`config.mk`:
```
export PLATFORM = sky130hd
export DESIGN_NAME = elevator_door_controller
export DESIGN_NICKNAME = d
export VERILOG_FILES = /design/src/rtl/elevator_door_controller.sv
export SDC_FILE = /design/constraint.sdc
export NUM_CORES = 1
export LEC_CHECK = 0
export CORE_MARGIN = 8
export CORE_UTILIZATION = 51
export DETAILED_ROUTE_END_ITERATION = 7
export PLACE_DENSITY = 0.84
export SETUP_SLACK_MARGIN = 0.3
export SYNTH_ARGS = -nofsm -noshare
export SYNTH_HDL_FRONTEND = slang
export SYNTH_SLANG_ARGS = --single-unit
```
`constraint.sdc`:
```
create_clock -name clock -period 2.2 [get_ports clock]
set_input_delay 0.44 -clock clock [delete_from_list [all_inputs] [get_ports clock]]
set_output_delay 0.44 -clock clock [all_outputs]
set_load 0.02 [all_outputs]
```
`src/rtl/elevator_door_controller.sv`:
```
// Door-operator sequencer: drives the door motor from the limit and obstruction sensors, times the
// open dwell, reopens on obstruction with a bounded nudge mode, and supervises travel and sensor faults.
module elevator_door_controller #(
    parameter int DWELL_CYCLES   = 50,
    parameter int TRAVEL_TIMEOUT = 20,
    parameter int MAX_REOPEN     = 3,
    parameter int CNT_W          = 8
) (
    input  logic       clock,
    input  logic       reset_n,
    input  logic       door_open_req,
    input  logic       door_open_btn,
    input  logic       door_close_btn,
    input  logic       elevator_moving,
    input  logic       emergency_stop,
    input  logic       open_limit,
    input  logic       closed_limit,
    input  logic       obstruction,
    input  logic       fault_clear,
    output logic       motor_open,
    output logic       motor_close,
    output logic       nudge,
    output logic       door_closed_ok,
    output logic       door_fault,
    output logic [2:0] door_state
);

    typedef enum logic [2:0] {
        ST_CLOSED  = 3'd0,
        ST_OPENING = 3'd1,
        ST_OPEN    = 3'd2,
        ST_CLOSING = 3'd3,
        ST_FAULT   = 3'd4
    } state_t;

    localparam int RC_W = (MAX_REOPEN < 1) ? 1 : $clog2(MAX_REOPEN + 1);
    localparam logic [CNT_W-1:0] DWELL_LOAD  = CNT_W'(DWELL_CYCLES - 1);
    localparam logic [CNT_W-1:0] TRAVEL_LAST = CNT_W'(TRAVEL_TIMEOUT - 1);
    localparam logic [RC_W-1:0]  REOPEN_MAX  = RC_W'(MAX_REOPEN);

    state_t           state_q, state_d;
    logic [CNT_W-1:0] dwell_q, dwell_d;
    logic [CNT_W-1:0] travel_q, travel_d;
    logic [RC_W-1:0]  reopen_q, reopen_d;
    logic             nudge_mode_q, nudge_mode_d;
    logic             motor_open_q, motor_open_d;
    logic             motor_close_q, motor_close_d;
    logic             nudge_out_q, nudge_out_d;
    logic             door_fault_q, door_fault_d;
    logic             frozen_s;
    logic             paused_s;
    logic             reload_s;

    // Next-state, counter and output-flop computation with the global priority chain on top.
    always_comb begin
        state_d      = state_q;
        dwell_d      = dwell_q;
        travel_d     = travel_q;
        reopen_d     = reopen_q;
        nudge_mode_d = nudge_mode_q;
        frozen_s     = 1'b0;
        paused_s     = 1'b0;
        reload_s     = 1'b0;

        if (open_limit && closed_limit) begin
            state_d = ST_FAULT;
        end else if (elevator_moving && (state_q != ST_CLOSED) && (state_q != ST_FAULT)) begin
            state_d = ST_FAULT;
        end else if (emergency_stop) begin
            frozen_s = 1'b1;
        end else begin
            case (state_q)
                ST_CLOSED: begin
                    if ((door_open_req || door_open_btn) && !elevator_moving) begin
                        state_d  = ST_OPENING;
                        travel_d = '0;
                    end else begin
                        state_d = ST_CLOSED;
                    end
                end
                ST_OPENING: begin
                    if (open_limit) begin
                        state_d = ST_OPEN;
                        dwell_d = DWELL_LOAD;
                    end else if (travel_q == TRAVEL_LAST) begin
                        state_d = ST_FAULT;
                    end else begin
                        travel_d = travel_q + CNT_W'(1);
                    end
                end
                ST_OPEN: begin
                    // In nudge mode only the light curtain may extend the dwell.
                    reload_s = obstruction || (door_open_btn && !nudge_mode_q);
                    if (reload_s) begin
                        dwell_d = DWELL_LOAD;
                    end else if (dwell_q == '0) begin
                        if (!door_open_req) begin
                            state_d      = ST_CLOSING;
                            travel_d     = '0;
                            nudge_mode_d = (reopen_q >= REOPEN_MAX);
                        end else begin
                            dwell_d = '0;
                        end
                    end else if (door_close_btn) begin
                        dwell_d = '0;
                    end else begin
                        dwell_d = dwell_q - CNT_W'(1);
                    end
                end
                ST_CLOSING: begin
                    if (closed_limit) begin
                        state_d      = ST_CLOSED;
                        reopen_d     = '0;
                        nudge_mode_d = 1'b0;
                    end else if (nudge_mode_q && obstruction) begin
                        paused_s = 1'b1;
                    end else if (!nudge_mode_q && (obstruction || door_open_btn || door_open_req)) begin
                        state_d  = ST_OPENING;
                        travel_d = '0;
                        if (reopen_q < REOPEN_MAX) begin
                            reopen_d = reopen_q + RC_W'(1);
                        end else begin
                            reopen_d = reopen_q;
                        end
                    end else if (travel_q == TRAVEL_LAST) begin
                        state_d = ST_FAULT;
                    end else begin
                        travel_d = travel_q + CNT_W'(1);
                    end
                end
                ST_FAULT: begin
                    if (fault_clear && closed_limit) begin
                        state_d      = ST_CLOSED;
                        reopen_d     = '0;
                        nudge_mode_d = 1'b0;
                    end else if (fault_clear) begin
                        state_d      = ST_CLOSING;
                        travel_d     = '0;
                        nudge_mode_d = (reopen_q >= REOPEN_MAX);
                    end else begin
                        state_d = ST_FAULT;
                    end
                end
                default: begin
                    state_d = ST_FAULT;
                end
            endcase
        end

        motor_open_d  = (state_d == ST_OPENING) && !frozen_s;
        motor_close_d = (state_d == ST_CLOSING) && !frozen_s && !paused_s;
        nudge_out_d   = nudge_mode_d && (state_d == ST_CLOSING);
        door_fault_d  = (state_d == ST_FAULT);
    end

    // State, counters and output flops; reset drops the motors without waiting for a clock.
    always_ff @(posedge clock or negedge reset_n) begin
        if (!reset_n) begin
            state_q       <= ST_CLOSED;
            dwell_q       <= '0;
            travel_q      <= '0;
            reopen_q      <= '0;
            nudge_mode_q  <= 1'b0;
            motor_open_q  <= 1'b0;
            motor_close_q <= 1'b0;
            nudge_out_q   <= 1'b0;
            door_fault_q  <= 1'b0;
        end else begin
            state_q       <= state_d;
            dwell_q       <= dwell_d;
            travel_q      <= travel_d;
            reopen_q      <= reopen_d;
            nudge_mode_q  <= nudge_mode_d;
            motor_open_q  <= motor_open_d;
            motor_close_q <= motor_close_d;
            nudge_out_q   <= nudge_out_d;
            door_fault_q  <= door_fault_d;
        end
    end

    assign motor_open     = motor_open_q;
    assign motor_close    = motor_close_q;
    assign nudge          = nudge_out_q;
    assign door_fault     = door_fault_q;
    assign door_state     = state_q;
    assign door_closed_ok = (state_q == ST_CLOSED) && closed_limit;

endmodule

```
### After elaboration in Yosys (flattened, before gate mapping)

Index checks and enable logic that the tools add are counted.

* input bits: 11
* register bits: 26
* logic and storage cells: 129

* equality and inequality tests: 24
* $add $sub $neg: 3
* $lt $le $gt $ge: 2
* bitwise operators: 3
* multiplexer cells: 58
* reductions and logical operators: 30

Operator list (number)
* two-way mux 8 bit: 16
* one-hot mux 8 bit (5 select lines): 1
* two-way mux 3 bit: 13
* inequality test 2 bit, second input constant: 11
* two-way mux 1 bit: 19
* one-hot mux 8 bit (2 select lines): 1
* one-hot mux 3 bit (5 select lines): 1
* logical AND 1 bit: 13
* AND reduction 13 bit: 1
* inequality test 3 bit, second input constant: 4
* two-way mux 2 bit: 5
* equality test 3 x 2 -> 1 bit, second input constant: 3
* adder 8 x 1 -> 8 bit, second input constant: 1
* equality test 8 x 5 -> 1 bit, second input constant: 1
* logical NOT 8 bit: 1
* AND reduction 8 bit: 1
* subtractor 8 x 1 -> 8 bit, second input constant: 1
* equality test 3 x 1 -> 1 bit, second input constant: 2
* equality test 3 bit, second input constant: 2
* AND reduction 6 bit: 1
* nonzero test 5 bit: 1
* logical NOT 1 bit: 4
* logical OR 1 bit: 4
* inequality test 4 bit, second input constant: 1
* other kinds (9): 12

### Logic depth before layout (Yosys ltp)

Gate-level depths: netlist of the first run.

* word-level depth: 13
* gate-level depth with buffers: 8
* depth with buffers taken out: 7

### Worst setup path before layout of the first run

Ideal clock, no wire load.

* kind: register to register
* start point: register state_q[1], in the netlist door_state[1]
* end point: register dwell_q[7]
* slack: 0.030 ns
* path buffers: 1
* arrival time: 2.092 ns
* setup time: 0.078 ns
* cell stages (with the launch flop): 7
* cells stage by stage: dfrtp_1 -> buf_4 -> or3b_4 -> a211o_1 -> a21o_1 -> or4b_1 -> a21oi_1

* longest elaborated chain between the ends: 5
* elaborated cells between the ends (all ways): 12
* those cells by class: eq/ne (5); mux (1); bitwise (1); reduce/logical (5)

Ends and longest elaborated chain
* start, declared: line 41 `state_t state_q, state_d;`
* start signal, assigned: line 169 `state_q <= state_d;`
* parallel branches: the longest is 5 deep, another holds AND reduction 6 bit
* end signal, assigned: line 170 `dwell_q <= dwell_d;`
* end, declared: line 42 `logic [CNT_W-1:0] dwell_q, dwell_d;`

Parallel ways; which one is timed is not known.
A chain may end at the register's enable or synchronous reset.

### Final worst setup path of the first run

* start point: register travel_q[3]
* end point: register motor_close_q, in the netlist motor_close

* longest elaborated chain between the ends: 12
* elaborated cells between the ends (all ways): 13
* those cells by class: eq/ne (2); mux (9); reduce/logical (2)

Ends and longest elaborated chain
* start, declared: line 43 `logic [CNT_W-1:0] travel_q, travel_d;`
* start signal, assigned: line 171 `travel_q <= travel_d;`
* equality test 8 x 5 -> 1 bit (*): line 85, 125
* two-way mux 3 bit (*): line 85, 125
* two-way mux 3 bit: line 117 `end else if (!nudge_mode_q && (obstruction || door_open_btn || door_open_req)) begin`
* two-way mux 3 bit: line 115 `end else if (nudge_mode_q && obstruction) begin`
* two-way mux 3 bit: line 111 `if (closed_limit) begin`
* one-hot mux 3 bit (5 select lines) (*): line 72 `case (state_q)`
* two-way mux 3 bit (*): line 69 `end else if (emergency_stop) begin`
* two-way mux 3 bit (*): line 67 `end else if (elevator_moving && (state_q != ST_CLOSED) && (state_q != ST_FAULT)) begin`
* two-way mux 3 bit (*): line 65 `if (open_limit && closed_limit) begin`
* net state_d[2]: line 41
* equality test 3 x 2 -> 1 bit (*): line 151 `motor_close_d = (state_d == ST_CLOSING) && !frozen_s && !paused_s;`
* logical AND 1 bit (*) (2 in a row): line 151
* net motor_close_d: line 47 `logic motor_close_q, motor_close_d;`
* end signal, assigned: line 175 `motor_close_q <= motor_close_d;`
* end, declared: line 47

Mark *: on every way through the listed nets, which the timed path passes. The rest lies on a longest branch.

==> flow_metrics.py, run 1 <==
metrics = {
    "cts": {
        "clock-sinks": 26,
        "worstSkewPairLatency_ns": 0.38,
        "clock_path_buffers": 2,
        "cts_tree": "yes",
        "cts-buffers-inserted": 3,
        "cts_max_level": 1,
        "cts_root_buffer": "clkbuf_4",
        "clk_pin_slew_ns": 0.17,
    },
    "sta": {
        "slew-limit-headroom": 0.494,
        "fin_hold_ws_ns": 0.421,
        "final-max-slew-violation-count": 0,
        "rsz0062_at_grt": "yes",
        "finalWorstSetupSlack_ns": -0.107,
        "period_share": 1.05,
        "timing.setup.tns_ns": -0.366,
        "hold_viol": 0,
        "finClkSkew_ns": 0.0143,
        "max_freq_ghz": 0.433,
        "worstMarginPinSlew_ns": 0.757,
        "layout_min_cycle_time_ns": 2.31,
        "setup_violations": 8,
    },
    "critical_path": {
        "reg2reg_depth": 5,
        "cp_slowest_cell": "or4b_4",
        "crit_required_ns": 2.48,
        "start_kind": "register",
        "critPathCaptureType": "register",
        "crit_arrival_ns": 2.59,
        "cpPeakStageDelay_ns": 0.58,
        "crit_type": "register to register",
        "cp_cell_sequence": "or4b_4 > or3_4 > o41ai_4 > a31o_1 > a211oi_2",
        "path_max_fanout": 5,
    },
    "yosys": {
        "synth_nets": 224,
        "ys_types": 60,
        "ys.flop_type": "dfrtp_1",
        "synth_area_leader_cell": "dfrtp_1",
        "synth-seq-area-share": 0.355,
        "synth_edf_count": 0,
        "postSynth.asyncResetShare": 1.00,
        "synth_area_sq_mm": 0.00183,
        "synth_top_area_frac": 0.355,
        "synth_commonest_cells": "dfrtp_1 (26), nor2_1 (17), a21oi_1 (14), nand2_1 (14), inv_1 (12)",
        "synth_cells": 209,
        "synthTopCellsByArea": "dfrtp_1 (35%), a21oi_1 (3.8%), nor2_1 (3.5%)",
        "synth-seq-cells": 26,
        "synth.most_common_cell": "dfrtp_1",
        "postSynthAreaPerCell_sq_um": 8.78,
        "synth_warnings": 0,
    },
    "detailed_routing": {
        "drc": 0,
        "viasPerCell": 7.30,
        "vias": 2505,
        "routed_wl_microns": 9440,
        "wl_per_cell_microns": 27.5,
        "drt_iter0_drc": 438,
        "drt_pass1_iterations": 7,
        "ant_nets": 0,
    },
    "grt": {
        "gr-usage-all-layers": 0.253,
        "grt_max_degree": 27,
        "grt_pass1_wl_microns": 12000,
        "antenna_found_initial": 0,
        "grt_pass1_vias": 2290,
        "grt-ovfl-total": 0,
    },
    "floorplanning": {
        "die_height_microns": 76.0,
        "rows": 21,
        "dieArea_sq_mm": 0.00577,
        "coreArea_sq_mm": 0.00339,
        "pin_count": 19,
        "die_x_microns": 76.0,
        "initial_core_util": 0.541,
    },
    "power_and_ir_drop": {
        "leakage_uw": 0.00128,
        "power.density_mw_per_mm2": 723,
        "peakVddDrop_v": 0.000555,
    },
    "final_layout": {
        "syn2layout_area_growth_pct": 68.3,
        "final_nets": 313,
        "drive_gt1_frac": 0.471,
        "design_area_sq_mm": 0.00309,
        "fin_cells": 343,
        "final_core_util": 0.911,
        "antenna_cells": 0,
    },
    "worst_hold_path": {
        "min_path_type": "primary input to asynchronous set/reset pin",
    },
    "placed_design": {
        "gp_congestion": 0.901,
        "portBuffers": 18,
        "placed_area_sq_mm": 0.00244,
        "dp_hpwl_microns": 3930,
        "dp_cells": 310,
    },
    "run_status": {
        "violations": "negative setup slack",
        "status": "finished with violations",
    },
    "flow_run": {
        "max_cap_viol_count": 0,
    },
}
[critical path: cells and delay by family, from the launching register on]
kind / cells / cell delay [ns]
and+or+nand+nor: 2 / 0.99
AOI/OAI and AO/OA: 3 / 0.77
DFF: 1 / 0.45
[sequential cells by signal, indices dropped and copies added (netlist names)]
| register | cells |
|---|---|
| nudge_mode_q | 1 |
| dwell_q | 8 |
| travel_q | 8 |
| reopen_q | 2 |
| nudge | 1 |
| door_fault | 1 |
| motor_open | 1 |
| door_state | 3 |
| motor_close | 1 |
[area by class of cell]
cell class / count / area [sq um]
tap: 46 / 57.6
clock buffer: 3 / 22.5
sequential: 26 / 654
fill: 130 / 303
clock inverter: 1 / 30.0
inverter: 12 / 45.0
timing repair buffer: 93 / 793
multi-input combinational: 162 / 1480
[power breakdown]
part,switching (uW),internal [uW]
clock network,187,185
logic,633,539
registers,123,567
total,942,1290
[path summary, 6_finish.rpt]
| kind | from | end | slack, ns |
|---|---|---|---|
| worst max-delay path | travel_q[3] | motor_close | -0.11 |
| worst min-delay path | reset_n | nudge_mode_q | 0.42 |
| worst max register to register | travel_q[3] | motor_close | -0.11 |
| worst min register to register | reopen_q[1] | reopen_q[1] | 0.60 |
| max in group asynchronous | reset_n | door_state[2] | 1.50 |
| min in group clock | reopen_q[1] | reopen_q[1] | 0.60 |
[placed cells by master (no fill, tap or decap), types with 2 or more instances in the layout]
master,Yosys,routed
or2_2,3,2
or3_4,0,2
clkbuf_4,0,3
a21o_1,3,3
a22o_1,3,3
nand2_1,14,13
or3_1,5,3
inv_1,12,10
nor2_1,17,16
inv_2,0,2
dfrtp_1,26,23
a211o_1,4,4
ha_1,4,3
nand4_1,2,2
a21oi_1,14,8
nand2b_1,4,4
o31ai_4,0,5
nor3_4,0,2
a21oi_2,0,4
nor2b_1,5,5
dfrtp_2,0,3
o21a_1,2,2
o22ai_1,3,2
buf_4,1,63
a21oi_4,0,2
xnor2_1,2,2
o21ai_0,4,3
nor3_2,2,3
clkdlybuf4s50_1,0,13
a31o_1,3,2
nand3_1,5,5
dlygate4sd2_1,0,4
a221oi_4,0,2
nor4_4,0,2
or4b_4,0,4
a211oi_2,0,4
nor3_1,10,7
buf_6,1,12
or2_4,0,2
[per-layer routing]
layer / track usage / vias up / share of wire
li1: - / 972 / -
met1: 0.287 / 1186 / 0.36
met2: 0.427 / 257 / 0.47
met3: 0.0554 / 90 / 0.10
met4: 0.143 / 0 / 0.071
met5: 0 / - / 0
[what timing repair did]
item / 4_1_cts / 5_1_grt
setup endpoints to repair: 28 / 27
hold buffers: 0 / 0
cloned: 1 / 0
pin swaps: 21 / 14
setup buffers: 16 / 12
resized for setup: 45 / 34
[kinds of logic (layout without fill, tap and decap cells)]
| group | after synthesis | count (layout) | synth area share |
|---|---|---|---|
| flip-flops | 26 | 26 | 0.355 |
| buffers and inverters | 21 | 109 | 0.0512 |
| adder cells (fa/ha/maj) | 4 | 4 | 0.0273 |
| AO/OA/AOI/OAI | 63 | 63 | 0.252 |
| AND/OR/NAND/NOR | 91 | 91 | 0.293 |
| XOR/XNOR | 2 | 2 | 0.00955 |
| multiplexers | 2 | 2 | 0.0116 |
[stage by stage]
step | total power, uW | setup WS, ns
after floorplan | 1090 | 0.155
after global placement | 1400 | -0.216
after detailed placement | 1430 | -0.285
after CTS | 1950 | 0.0591
after global routing | 2300 | -0.105
final | 2230 | -0.107
Power figures use the tool's default switching activity.
==> run 2: changes to the inputs <==
--- a/config.mk
+++ b/config.mk
@@ -6,10 +6,10 @@
 export NUM_CORES = 1
 export LEC_CHECK = 0
 export CORE_MARGIN = 8
-export CORE_UTILIZATION = 51
+export CORE_UTILIZATION = 57
 export DETAILED_ROUTE_END_ITERATION = 7
-export PLACE_DENSITY = 0.84
-export SETUP_SLACK_MARGIN = 0.3
+export DONT_BUFFER_PORTS = 1
+export PLACE_DENSITY_LB_ADDON = 0.08
 export SYNTH_ARGS = -nofsm -noshare
 export SYNTH_HDL_FRONTEND = slang
 export SYNTH_SLANG_ARGS = --single-unit
==> run 2 against run 1 <==
The run still ends with negative setup slack left. Clock-buffer cell count is the same. First-iteration DRC count shrank 68%. Via count shrank 28%. Register-to-register slack gained 0.08 ns. Clock skew shrank 0.011 ns. Highest routed layer unchanged.
==> flow_metrics.py, run 2 (synthesized netlist as in run 1, its figures left out) <==
metrics = {
    "placed_design": {
        "placed_area_sq_mm": 0.00208,
        "dp_hpwl_microns": 3650,
        "portBuffers": 0,
        "gp_congestion": 0.925,
    },
    "sta": {
        "max_freq_ghz": 0.449,
        "setup_violations": 1,
        "timing.setup.tns_ns": -0.0273,
        "worstMarginPinSlew_ns": 0.546,
        "final-max-slew-violation-count": 0,
        "fin_hold_ws_ns": 0.311,
        "period_share": 1.01,
        "finalWorstSetupSlack_ns": -0.0273,
        "finClkSkew_ns": 0.00302,
        "slew-limit-headroom": 0.633,
        "rsz0062_at_grt": "yes",
        "hold_viol": 0,
        "layout_min_cycle_time_ns": 2.23,
    },
    "critical_path": {
        "cp_cell_sequence": "or4b_1 > or3_4 > buf_4 > o2111ai_1 > and3_1 > and4_1",
        "cpPeakStageDelay_ns": 0.56,
        "crit_type": "register to register",
        "crit_end": "door_fault",
        "cp_slowest_cell": "or4b_1",
        "crit_family": "simple AND/OR/NAND/NOR gates",
        "ff2ff_setup_slack_ns": -0.03,
        "path_max_fanout": 3,
        "reg2reg_from": "travel_q[3]",
        "critPathCaptureType": "register",
        "cp.depth": 6,
        "crit_required_ns": 2.46,
        "critical_path_buf_inv_count": 1,
        "start_kind": "register",
        "timing.rr.end": "door_fault",
        "cp-startpoint": "travel_q[3]",
        "crit_arrival_ns": 2.49,
        "reg2reg_depth": 6,
    },
    "final_layout": {
        "final_cell_mix": "buf_4 (37), dfrtp_1 (24), nor2_1 (17), nand2_1 (14), a21oi_1 (14)",
        "final_nets": 262,
        "final_core_util": 0.772,
        "syn2layout_area_growth_pct": 28.5,
        "seqCellArea_sq_um": 653,
        "drive_gt1_frac": 0.314,
        "antenna_cells": 0,
        "nFillCells": 225,
        "layout_commonest_cell": "buf_4",
        "multi_input_area_sq_mm": 0.00124,
        "design_area_sq_mm": 0.00236,
    },
    "grt": {
        "gr-usage-all-layers": 0.189,
        "antenna_found_initial": 0,
        "grt-ovfl-total": 0,
        "grt_max_degree": 27,
        "grt_pass1_wl_microns": 8290,
        "grt_pass1_vias": 1815,
    },
    "floorplanning": {
        "rows": 20,
        "die_x_microns": 72.7,
        "coreArea_sq_mm": 0.00305,
        "pin_count": 19,
        "die_height_microns": 72.7,
        "dieArea_sq_mm": 0.00529,
        "initial_core_util": 0.601,
    },
    "power_and_ir_drop": {
        "power_uw": 1590,
        "peakVddDrop_v": 0.000477,
        "power.density_mw_per_mm2": 674,
        "leakage_uw": 0.000969,
    },
    "detailed_routing": {
        "wl_per_cell_microns": 17.3,
        "vias": 1798,
        "ant_nets": 0,
        "routed_wl_microns": 5000,
        "viasPerCell": 6.22,
        "drt_pass1_iterations": 4,
        "drc": 0,
        "drt_iter0_drc": 142,
    },
    "cts": {
        "clock-sinks": 26,
        "cts_max_level": 1,
        "worstSkewPairLatency_ns": 0.31,
        "cts-buffers-inserted": 3,
        "cts_tree": "yes",
        "clock_path_buffers": 2,
        "cts_root_buffer": "clkbuf_4",
        "clk_pin_slew_ns": 0.13,
    },
    "flow_run": {
        "max_cap_viol_count": 0,
    },
    "run_status": {
        "status": "finished with violations",
        "violations": "negative setup slack",
    },
    "worst_hold_path": {
        "min_path_type": "primary input to register",
    },
}
[run 2: per-stage QoR]
step,setup slack [ns],cells
finish,-0.0273,289
global route,-0.0588,289
CTS,-0.0358,284
detailed placement,-0.0862,276
global placement,0.000886,276
floorplan,0.0300,209
[run 2: worst min-delay path, stage by stage]
cell and delay (ns):
a21oi_1 0.03, nand2_1 0.06, mux2i_1 0.06
[run 2: what timing repair did]
action                                  CTS  global route
endpoints found under the setup margin   15            21
gates resized for setup                  17            15
hold endpoints to repair                 26             0
buffers inserted                          3             5
pin swaps                                 8             8
hold buffers                              2             0
[run 2: how the worst min path moves through the flow]
stage | startpoint | end | slack (ns) | cells after the start
after floorplan | reset_n | door_fault | 0.14 | 0
after global placement | reset_n | dwell_q[7] | 0.15 | 0
after detailed placement | reset_n | dwell_q[5] | 0.15 | 0
after CTS | closed_limit | reopen_q[1] | 0.31 | 3
after global routing | obstruction | motor_open | 0.33 | 2
final | closed_limit | reopen_q[1] | 0.31 | 3
[run 2: power breakdown]
part	switching [uW]	leakage, uW	internal [uW]
sequential	108	0.000334	566
clock	132	0.0000138	64.0
combinational	386	0.000621	332
total	627	0.000969	962
[run 2: metal layers]
metal / up-vias / track usage / wire, microns
met5: - / 0 / 0
met1: 861 / 0.237 / 2110
li1: 867 / - / -
met2: 58 / 0.321 / 2550
met4: 0 / 0.0489 / 80
met3: 12 / 0.0371 / 264
[run 2: layout make-up]
cell class,instances,share of cell area
timing repair buffer,42,0.145
inverter,12,0.0191
sequential,26,0.277
tap,44,0.0234
clock buffer,3,0.00955
multi-input combinational,162,0.526
==> run 3: changes to the inputs <==
--- a/config.mk
+++ b/config.mk
@@ -5,11 +5,13 @@
 export SDC_FILE = /design/constraint.sdc
 export NUM_CORES = 1
 export LEC_CHECK = 0
+export CORE_ASPECT_RATIO = 0.9
 export CORE_MARGIN = 8
 export CORE_UTILIZATION = 57
 export DETAILED_ROUTE_END_ITERATION = 7
 export DONT_BUFFER_PORTS = 1
 export PLACE_DENSITY_LB_ADDON = 0.08
+export SKIP_LAST_GASP = 1
 export SYNTH_ARGS = -nofsm -noshare
 export SYNTH_HDL_FRONTEND = slang
 export SYNTH_SLANG_ARGS = --single-unit
==> run 3 against run 2 <==
The flow still finishes with violations (negative setup slack). Worst setup slack better by 0.020 ns. Total power is 13% higher. Clock-buffer cell count is 1 higher. Non-clock buffer count is 13 higher. Die area hardly changed. Sequential share of layout area is 2.2 points lower. Clock power is 29% higher. Critical path depth is 1 higher. First-iteration DRC count is 71% higher. Routed wire length is 14% higher. Cell area is 8.5% higher. Maximum frequency is 0.90% higher. Largest power group unchanged.
==> flow_metrics.py, run 3 (synthesized netlist as in run 1, its figures left out) <==
metrics = {
    "floorplanning": {
        "pin_count": 19,
        "coreArea_sq_mm": 0.00307,
        "die_x_microns": 75.8,
        "dieArea_sq_mm": 0.00529,
        "rows": 19,
        "initial_core_util": 0.598,
        "die_height_microns": 69.8,
    },
    "final_layout": {
        "final_cell_mix": "buf_4 (46), dfrtp_1 (24), nor2_1 (15), nand2_1 (14)",
        "syn2layout_area_growth_pct": 39.4,
        "nFillCells": 165,
        "antenna_cells": 0,
        "final_nets": 275,
        "design_area_sq_mm": 0.00256,
        "fin_cells": 301,
        "layout_commonest_cell": "buf_4",
        "drive_gt1_frac": 0.402,
    },
    "placed_design": {
        "portBuffers": 0,
        "dp_hpwl_microns": 3790,
        "placed_area_sq_mm": 0.00212,
        "dp_cells": 280,
        "gp_congestion": 0.899,
    },
    "detailed_routing": {
        "viasPerCell": 6.67,
        "wl_per_cell_microns": 19.0,
        "drt_iter0_drc": 243,
        "drt_pass1_iterations": 5,
        "drc": 0,
        "vias": 2009,
        "ant_nets": 0,
        "routed_wl_microns": 5710,
    },
    "flow_run": {
        "max_cap_viol_count": 0,
    },
    "power_and_ir_drop": {
        "power.density_mw_per_mm2": 703,
        "peakVddDrop_v": 0.000584,
        "leakage_uw": 0.00105,
    },
    "run_status": {
        "violations": "negative setup slack",
        "status": "finished with violations",
    },
    "cts": {
        "cts_tree": "yes",
        "clock-sinks": 26,
        "clock_path_buffers": 2,
        "worstSkewPairLatency_ns": 0.33,
        "cts_max_level": 1,
        "clk_pin_slew_ns": 0.14,
        "cts_root_buffer": "clkbuf_4",
        "cts-buffers-inserted": 3,
    },
    "sta": {
        "layout_min_cycle_time_ns": 2.21,
        "finClkSkew_ns": 0.00275,
        "max_freq_ghz": 0.453,
        "slew-limit-headroom": 0.513,
        "rsz0062_at_grt": "yes",
        "period_share": 1.00,
        "hold_viol": 0,
        "setup_violations": 4,
        "finalWorstSetupSlack_ns": -0.00751,
        "worstMarginPinSlew_ns": 0.727,
        "final-max-slew-violation-count": 0,
    },
    "grt": {
        "grt_max_degree": 27,
        "gr-usage-all-layers": 0.206,
        "antenna_found_initial": 0,
        "grt-ovfl-total": 0,
        "grt_pass1_vias": 1817,
        "grt_pass1_wl_microns": 8600,
    },
    "critical_path": {
        "crit_end": "dwell_q[4]",
        "cp-startpoint": "dwell_q[3]",
        "crit_type": "register to register",
        "reg2reg_from": "dwell_q[3]",
        "crit_arrival_ns": 2.47,
        "crit_required_ns": 2.47,
        "critPathCaptureType": "register",
        "ff2ff_setup_slack_ns": -0.008,
        "timing.rr.end": "dwell_q[4]",
        "start_kind": "register",
        "reg2reg_depth": 7,
        "path_max_fanout": 4,
    },
    "worst_hold_path": {
        "min_path_type": "primary input to register",
    },
}
run 3: power by group:
part           switching [uW]  internal (uW)
Clock                     151            102
Sequential               86.6            566
Combinational             465            429
run 3: what timing repair did:
action,4_1_cts,5_1_grt
hold endpoints to repair,26,0
setup endpoints to repair,10,20
gates resized for setup,16,38
buffers inserted,5,11
pin swaps,13,22
hold buffers,2,0
run 3: how the worst min path moves through the flow:
stage	end	cells past startpoint	slack (ns)	start
2_1_floorplan	door_fault	0	0.14	reset_n
3_3_place_gp	dwell_q[2]	0	0.15	reset_n
3_5_place_dp	dwell_q[3]	0	0.15	reset_n
4_1_cts	reopen_q[1]	3	0.27	closed_limit
5_1_grt	reopen_q[1]	3	0.29	closed_limit
6_report	reopen_q[1]	3	0.28	closed_limit
run 3: routing by layer:
layer | track usage | vias to the layer above | wire length [microns] | part of all wire
li1 | - | 898 | - | -
met1 | 0.262 | 973 | 2330 | 0.41
met2 | 0.328 | 118 | 2830 | 0.49
met3 | 0.0506 | 20 | 419 | 0.073
met4 | 0.0576 | 0 | 139 | 0.024
met5 | 0 | - | 0 | 0
run 3: stage by stage:
stage	utilization	total power (uW)	TNS [ns]	setup WS [ns]	hold WS, ns
finish	0.834	1800	-0.0123	-0.00751	0.284
CTS	0.751	1620	-0.0599	-0.0201	0.272
detailed placement	0.692	1300	-0.351	-0.0670	0.145
global placement	0.692	1270	-0.153	-0.0578	0.145
global route	0.834	1890	-0.656	-0.0820	0.286
floorplan	-	1050	0	0.0300	0.144
run 3: layout make-up:
type	instances	area (sq um)	share of cell area
multi-input cells	162	1320	0.515
flip-flops and latches	26	653	0.255
repair buffers	55	454	0.178
well taps	42	52.6	0.0205
inverters	12	45.0	0.0176
clock buffers	4	36.3	0.0142
run 3: worst max-delay path, cell delays in order (launching register included):
cell and delay [ns]:
dfrtp_1 0.42, or4_4 0.55, buf_6 0.15, nor4_4 0.36, a21o_1 0.28, buf_6 0.16
a21oi_1 0.05, o22ai_1 0.17
